<file path="src/rtl/execute_stage_pkg.sv">
// Shared cpu constants: data-processing opcodes, condition codes and NZCV bit positions.
package execute_stage_pkg;

    typedef enum logic [3:0] {
        OP_AND = 4'b0000, OP_EOR = 4'b0001, OP_SUB = 4'b0010, OP_RSB = 4'b0011,
        OP_ADD = 4'b0100, OP_ADC = 4'b0101, OP_SBC = 4'b0110, OP_RSC = 4'b0111,
        OP_TST = 4'b1000, OP_TEQ = 4'b1001, OP_CMP = 4'b1010, OP_CMN = 4'b1011,
        OP_ORR = 4'b1100, OP_MOV = 4'b1101, OP_BIC = 4'b1110, OP_MVN = 4'b1111
    } opcode_e;

    typedef enum logic [3:0] {
        CC_EQ = 4'b0000, CC_NE = 4'b0001, CC_CS = 4'b0010, CC_CC = 4'b0011,
        CC_MI = 4'b0100, CC_PL = 4'b0101, CC_VS = 4'b0110, CC_VC = 4'b0111,
        CC_HI = 4'b1000, CC_LS = 4'b1001, CC_GE = 4'b1010, CC_LT = 4'b1011,
        CC_GT = 4'b1100, CC_LE = 4'b1101, CC_AL = 4'b1110, CC_NV = 4'b1111
    } cond_e;

    localparam int FLAG_N = 3;
    localparam int FLAG_Z = 2;
    localparam int FLAG_C = 1;
    localparam int FLAG_V = 0;

    // Compare/test opcodes update flags unconditionally and never write a register.
    function automatic logic is_test_op(input logic [3:0] op);
        return op[3:2] == 2'b10;
    endfunction

endpackage

</file>
<file path="src/rtl/execute_stage_cond_eval.sv">
// ARM condition-field evaluator: decides whether an instruction executes given NZCV.
module cond_eval
    import execute_stage_pkg::*;
(
    input  logic [3:0] cond,
    input  logic [3:0] nzcv,
    output logic       pass
);

    logic n, z, c, v;

    assign n = nzcv[FLAG_N];
    assign z = nzcv[FLAG_Z];
    assign c = nzcv[FLAG_C];
    assign v = nzcv[FLAG_V];

    // Map each condition code onto its flag predicate.
    always_comb begin
        // NOTE: assigning a default before the case keeps this purely combinational (no latch).
        pass = 1'b0;
        case (cond)
            CC_EQ:   pass = z;
            CC_NE:   pass = !z;
            CC_CS:   pass = c;
            CC_CC:   pass = !c;
            CC_MI:   pass = n;
            CC_PL:   pass = !n;
            CC_VS:   pass = v;
            CC_VC:   pass = !v;
            CC_HI:   pass = c && !z;
            CC_LS:   pass = !c || z;
            CC_GE:   pass = n == v;
            CC_LT:   pass = n != v;
            CC_GT:   pass = !z && (n == v);
            CC_LE:   pass = z || (n != v);
            CC_AL:   pass = 1'b1;
            default: pass = 1'b0;
        endcase
    end

endmodule

</file>
<file path="src/rtl/execute_stage.sv">
// Execute stage: operand bypass, ALU, condition check, registered write port and NZCV.
module execute_stage
    import execute_stage_pkg::*;
(
    input  logic        clk_i,
    input  logic        rst_ni,
    input  logic        valid_i,
    input  logic        flush_i,
    input  logic [3:0]  opcode_i,
    input  logic [3:0]  cond_i,
    input  logic        set_flags_i,
    input  logic [3:0]  rd_i,
    input  logic [3:0]  a_addr_i,
    input  logic [3:0]  b_addr_i,
    input  logic [31:0] a_i,
    input  logic [31:0] b_i,
    output logic        wr_en_o,
    output logic [3:0]  wr_addr_o,
    output logic [31:0] wr_data_o,
    output logic [3:0]  flags_o
);

    // Write seen one cycle earlier, so a bubble between producer and consumer still bypasses.
    logic        lw_valid;
    logic [3:0]  lw_addr;
    logic [31:0] lw_data;

    logic        cond_pass;
    logic        execute;
    logic        do_write;
    logic        do_flags;
    logic [31:0] eff_a, eff_b;
    logic [31:0] add_x, add_y;
    logic        add_cin;
    logic [32:0] sum;
    logic        is_arith;
    logic [31:0] logic_res;
    logic [31:0] result;
    logic [3:0]  new_flags;

    cond_eval u_cond_eval (
        .cond (cond_i),
        .nzcv (flags_o),
        .pass (cond_pass)
    );

    assign execute  = valid_i && !flush_i && cond_pass;
    assign do_write = execute && !is_test_op(opcode_i);
    assign do_flags = execute && (is_test_op(opcode_i) || set_flags_i);

    // Operand bypass: the write port (newest) beats the last-write register, which beats the file.
    always_comb begin
        eff_a = a_i;
        if (wr_en_o && wr_addr_o == a_addr_i)       eff_a = wr_data_o;
        else if (lw_valid && lw_addr == a_addr_i)   eff_a = lw_data;
        eff_b = b_i;
        if (wr_en_o && wr_addr_o == b_addr_i)       eff_b = wr_data_o;
        else if (lw_valid && lw_addr == b_addr_i)   eff_b = lw_data;
    end

    // Select adder operands / logical result per opcode; subtract forms invert one side.
    always_comb begin
        add_x     = eff_a;
        add_y     = ~eff_b;
        add_cin   = 1'b1;
        is_arith  = 1'b1;
        logic_res = '0;
        case (opcode_e'(opcode_i))
            OP_SUB, OP_CMP: ;
            OP_RSB:         begin add_x = eff_b; add_y = ~eff_a; end
            OP_ADD, OP_CMN: begin add_y = eff_b; add_cin = 1'b0; end
            OP_ADC:         begin add_y = eff_b; add_cin = flags_o[FLAG_C]; end
            OP_SBC:         add_cin = flags_o[FLAG_C];
            OP_RSC:         begin add_x = eff_b; add_y = ~eff_a; add_cin = flags_o[FLAG_C]; end
            OP_AND, OP_TST: begin is_arith = 1'b0; logic_res = eff_a & eff_b; end
            OP_EOR, OP_TEQ: begin is_arith = 1'b0; logic_res = eff_a ^ eff_b; end
            OP_ORR:         begin is_arith = 1'b0; logic_res = eff_a | eff_b; end
            OP_MOV:         begin is_arith = 1'b0; logic_res = eff_b; end
            OP_BIC:         begin is_arith = 1'b0; logic_res = eff_a & ~eff_b; end
            OP_MVN:         begin is_arith = 1'b0; logic_res = ~eff_b; end
            default: ;
        endcase
    end

    assign sum    = {1'b0, add_x} + {1'b0, add_y} + {32'd0, add_cin};
    assign result = is_arith ? sum[31:0] : logic_res;

    // Logical ops leave C and V alone; V is overflow of the addition actually performed.
    always_comb begin
        new_flags         = flags_o;
        new_flags[FLAG_N] = result[31];
        new_flags[FLAG_Z] = (result == 32'd0);
        if (is_arith) begin
            new_flags[FLAG_C] = sum[32];
            new_flags[FLAG_V] = (add_x[31] == add_y[31]) && (sum[31] != add_x[31]);
        end
    end

    // Register the write port, flags and last-write copy; reset discards anything in flight.
    always_ff @(posedge clk_i or negedge rst_ni) begin
        if (!rst_ni) begin
            wr_en_o   <= 1'b0;
            wr_addr_o <= '0;
            wr_data_o <= '0;
            flags_o   <= '0;
            lw_valid  <= 1'b0;
            lw_addr   <= '0;
            lw_data   <= '0;
        end else begin
            // NOTE: non-blocking assignments so every register samples pre-edge values.
            wr_en_o <= do_write;
            if (do_write) begin
                wr_addr_o <= rd_i;
                wr_data_o <= result;
            end
            if (do_flags) flags_o <= new_flags;
            lw_valid <= wr_en_o;
            lw_addr  <= wr_addr_o;
            lw_data  <= wr_data_o;
        end
    end

endmodule

</file>
<file path="config.mk">
export PLATFORM = sky130hd
export DESIGN_NAME = execute_stage
export DESIGN_NICKNAME = d
export VERILOG_FILES = /design/src/rtl/execute_stage_pkg.sv /design/src/rtl/execute_stage_cond_eval.sv /design/src/rtl/execute_stage.sv
export SDC_FILE = /design/constraint.sdc
export NUM_CORES = 1
export LEC_CHECK = 0
export ABC_AREA = 0
export CORE_ASPECT_RATIO = 0.7
export CORE_MARGIN = 8
export CORE_UTILIZATION = 52
export DETAILED_ROUTE_END_ITERATION = 10
export PLACE_DENSITY = 0.9
export SLEW_MARGIN = 10
export SYNTH_ARGS = -nofsm -noshare
export SYNTH_HDL_FRONTEND = slang
export SYNTH_SLANG_ARGS = --single-unit
</file>
<file path="constraint.sdc">
create_clock -name clk_i -period 5 [get_ports clk_i]
set_input_delay 0.5 -clock clk_i [delete_from_list [all_inputs] [get_ports clk_i]]
set_output_delay 0.5 -clock clk_i [all_outputs]
set_load 0.1 [all_outputs]
</file>
==> metrics, run 1 <==
GR repair worst EP flags_o[2]$_DFFE_PN0P_/D; TritonCTS Buffers 9; clk root buf clkbuf_16; Syn Inst Count 1315; FP Rows 41; Failed at global routing (5_1_grt); Top Ports 130; GPL Wtd Cong 1.16; pin count of the biggest net entering global routing 79; syn nets 1469; status aborted with a tool error; Error [ERROR GRT-0232] Routing congestion too high. Check the congestion heatmap in the GUI.; Die W 176 um; sequential element share of the synthesized area 0.209; port bufs 129; post-synth cell types 76; H-Tree Depth 3; clk buf depth 2; synthesized area 9350 sq um; ys flop type dfrtp_1; Synth Register Bits 78; Synth async-reset ratio 1.00; Mean Syn Cell Area 7.11 sq um; initial core utilization 0.525; Inst Count DP 1834; top cell type's share of synthesized area 0.209; Synth Warn # 0; GRT Util Overall 0.704; synth top area cells dfrtp_1 (21%), ha_1 (8.4%), nand2_1 (8.2%); gr ovfl total 42; Vert. Die Dim 128 um; DP HPWL 32200 um; biggest area consumer among synthesized cells dfrtp_1; worst ep type sequential cell input; Post-synth EDFFs 0; Clock Sinks 78
## cell usage after synthesis (all sizes together), types with 5 or more instances
library cell,n
and2,18
o21a,8
or2,8
nand3,40
mux2i,44
nand2b,11
inv,48
a221oi,9
o22ai,20
a31o,11
nor4,5
nand2,203
nor2b,13
nor2,108
a211o,6
o211ai,17
xor2,8
a2111oi,5
buf,24
xnor2,35
nor3,33
mux2,17
nand4,6
a21oi,113
o31ai,5
dfrtp,78
a211oi,8
a21boi,7
o221ai,7
clkbuf,67
o21ai,149
o2bb2ai,8
a221o,14
or3,5
a21o,8
ha,63
a31oi,43
## metrics by stage
| stage | setup slack [ns] | instance area (sq um) |
|---|---|---|
| after floorplan | -0.160 | 9490 |
| after global placement | -0.692 | 12500 |
| after detailed placement | -0.890 | 12500 |
| after CTS | -0.165 | 13000 |
## routing by layer
| layer | overflow | GRT usage |
|---|---|---|
| met3 | 6 | 0.667 |
| met5 | 0 | 0.487 |
| met1 | 8 | 0.695 |
| met4 | 13 | 0.616 |
| met2 | 15 | 0.806 |
## kinds of logic after synthesis
kind of cell / synth area share
AND/OR/NAND/NOR: 0.224
AO/OA/AOI/OAI: 0.309
buffers and inverters: 0.0612
flip-flops: 0.209
adder cells (fa/ha/maj): 0.0886
multiplexers: 0.0676
XOR/XNOR: 0.0403
## what timing repair did
item	in CTS
hold buffers	0
setup endpoints to repair	13
buffers inserted	4
pin swaps	21
resized for setup	37
==> run 2: changes to the inputs <==
--- a/config.mk
+++ b/config.mk
@@ -6,11 +6,10 @@
 export NUM_CORES = 1
 export LEC_CHECK = 0
 export ABC_AREA = 0
-export CORE_ASPECT_RATIO = 0.7
 export CORE_MARGIN = 8
-export CORE_UTILIZATION = 52
+export CORE_UTILIZATION = 40
 export DETAILED_ROUTE_END_ITERATION = 10
-export PLACE_DENSITY = 0.9
+export PLACE_DENSITY_LB_ADDON = 0.15
 export SLEW_MARGIN = 10
 export SYNTH_ARGS = -nofsm -noshare
 export SYNTH_HDL_FRONTEND = slang
==> constraint.sdc (replaced) <==
create_clock -name clk_i -period 6.5 [get_ports clk_i]
set_input_delay 0.65 -clock clk_i [delete_from_list [all_inputs] [get_ports clk_i]]
set_output_delay 0.65 -clock clk_i [all_outputs]
set_load 0.1 [all_outputs]
==> run 2 against run 1 <==
Net effect:
- the run now ends clean
- synthesized cell count is the same
- area after synthesis did not move
==> metrics, run 2 <==
commonest cells after routing, fill and taps aside nand2_1 (203), o21ai_0 (131), clkdlybuf4s50_1 (128), a21oi_1 (112), nor2_1 (104); ys flop type dfrtp_1; top cell type's share of synthesized area 0.209 (unchanged); post-layout instance area 11400 sq um; relative slew slack 0.292; number of post-CTS setup repair buffers 0 (-4); DR pass1 iterations 5; Mean Syn Cell Area 7.11 sq um (unchanged); number of global-route vias before repair 10100; Nets 1572; switching share of power 0.550; initial antenna violation count 0; FP Rows 56 (+37%); Worst Setup Start Kind input pin; Largest regs lw_data (32), wr_data_o (32); Synth Register Bits 78 (unchanged); combinational power share 0.606; status complete, no violations; crit path cell chain clkdlybuf4s50_1 -> xnor2_1 -> nand3_1 -> or2_1 -> a31oi_1 -> inv_1 -> a221o_1 -> fa_1 -> fa_1 -> a21o_1 -> a31o_2 -> a211oi_2 -> o21ai_1 -> a31oi_1 -> mux2_2 -> a2111oi_1 -> o2111a_1 -> nor4b_1 -> nand4b_1 -> o31ai_2; leading cell type in the layout, fill and taps excluded nand2_1; sequential share of power 0.254; Reg2Reg Depth 19; Max Slew Vio Count 0; pin count of the biggest net entering global routing 60; power density over cell area 329 nW/um^2; RR Startpoint wr_addr_o[3]$_DFFE_PN0P_; Fill cells 2322; fmax 0.161 GHz; Worst Tran Pin Value 1.06 ns; DR WL/cell 21.8 um; Tmin final 6.23 ns; Reg-to-Reg End flags_o[2]$_DFFE_PN0P_; Vias/cell 6.03; clk buf depth 2 (unchanged); final WL 38000 um; biggest area consumer among synthesized cells dfrtp_1; Pleak 4.82 nW; synth-to-layout area growth 21.8%; clk root buf clkbuf_16; Clock Skew 0.0109 ns; crit share post-route 0.958; flop2flop setup slack 0.59 ns; maximum VDD drop 0.000297 V; CP max-delay cell clkdlybuf4s50_1; TritonCTS Buffers 9 (unchanged); clk_lat worst skew 0.35 ns; final setup TNS 0 ns; post-synth cell types 76 (unchanged); endpoints failing hold 0; Post-synth EDFFs 0 (unchanged); crit end category register; placed cell areas 11100 sq um (-11%); global-route wire length before repair 58600 um; max-cap viol count 0; final setup violation count 0; initial core utilization 0.403 (-0.122); Pint 1.68 mW; initial DRC count 1011; CP Max Fanout 4; Top Ports 130 (unchanged); Clock Sinks 78 (unchanged); clock share of power 0.140; hold crit path type in -> async; clock slew at reported path FFs 0.06 ns; sequential element share of the synthesized area 0.209 (unchanged); DP HPWL 28700 um (-11%); Syn Inst Count 1315 (unchanged); synthesized area 9350 sq um (unchanged); syn nets 1469 (unchanged); Switching Power 2.06 mW; Resize count post-CTS 0 (-100%); post-place setup slack 0.0150 ns (+0.905 ns); synth top area cells dfrtp_1 (21%), ha_1 (8.4%), nand2_1 (8.2%); DRT antenna net count 0; Critical Path Max Stage Delay 0.52 ns; port bufs 129 (unchanged); Ant. Diodes 0; Die ar. 28500 sq um; CTS tree done; drt drc 0; H-Tree Depth 3 (unchanged); kind of critical path in -> reg; fin util 0.491; Synth async-reset ratio 1.00 (unchanged); RSZ-0062 raised after global routing false; most common cell in the netlist nand2_1; Synth top cells by count nand2_1 (203), o21ai_0 (134), a21oi_1 (112), nor2_1 (106), dfrtp_1 (78); gr ovfl total 0; Vert. Die Dim 169 um (+32%); CP Data Required Time 6.75 ns; DR vias 10500; Hold Buf Count CTS 0 (unchanged); Synth Warn # 0 (unchanged); core area 23200 sq um; Die W 169 um (-4.2%); GPL Wtd Cong 0.933 (-19%); GRT Util Overall 0.262; share of cells above drive strength 1 0.0894; Arr. time, crit path 6.48 ns; worst setup margin 0.270 ns
## run 2: cell counts after synthesis
No cell type changed its count.
## run 2: area by class of cell
class	instances	area (sq um)	share of cell area
flip-flops and latches	78	1950	0.172
clock inverters	4	56.3	0.00495
repair buffers	183	1690	0.149
well taps	319	399	0.0351
inverters	50	188	0.0165
multi-input cells	1096	6850	0.602
clock buffers	10	239	0.0210
## run 2: cell families (layout without fill, tap and decap cells)
group           count (synthesis)  in the layout  share of synthesized area
compound gates                459            459                      0.309
xor+xnor                       43             43                     0.0403
fa+ha+maj                      65             65                     0.0886
buf+inv                       141            247                     0.0612
flops                          78             78                      0.209
mux                            61             61                     0.0676
simple gates                  468            468                      0.224
## run 2: stage by stage
step | hold slack [ns] | std cells | total power, mW
floorplan | 0.354 | 1315 | 2.52
global placement | 0.438 | 1726 | 3.20
detailed placement | 0.427 | 1726 | 3.21
CTS | 0.184 | 1740 | 3.74
global route | 0.191 | 1740 | 3.92
finish | 0.184 | 1740 | 3.74
## run 2: critical path, delay by kind of cell
family	cells	cell delay, ns
multiplexers	1	0.38
buffers and inverters	2	0.67
XOR/XNOR	1	0.13
AND/OR/NAND/NOR	4	0.83
AO/OA/AOI/OAI	10	2.86
adder cells (fa/ha/maj)	2	0.95
## run 2: per-layer routing
layer,global-route usage,share of wire,vias to the layer above
li1,-,-,4990
met1,0.313,0.41,4968
met2,0.445,0.47,434
met3,0.0498,0.070,102
met4,0.126,0.048,0
met5,0,0,-
## run 2: worst max path at each step
stage	to	slack (ns)	start
floorplan	flags_o[2]$_DFFE_PN0P_	0.26	opcode_i[3]
global placement	flags_o[2]$_DFFE_PN0P_	0.15	b_addr_i[1]
detailed placement	flags_o[2]$_DFFE_PN0P_	0.02	b_addr_i[2]
CTS	flags_o[2]$_DFFE_PN0P_	0.33	b_addr_i[2]
global route	flags_o[2]$_DFFE_PN0P_	0.04	b_addr_i[2]
finish	flags_o[2]$_DFFE_PN0P_	0.27	b_addr_i[2]
## run 2: power by group through the flow
stage	combinational [mW]	clock, mW	sequential, mW
after global placement	2.25	0	0.958
after CTS	2.26	0.528	0.952
final	2.27	0.522	0.950
after detailed placement	2.25	0	0.957
after floorplan	0.806	0	1.71
after global routing	2.39	0.544	0.988
(Power assumes the default switching activity.)
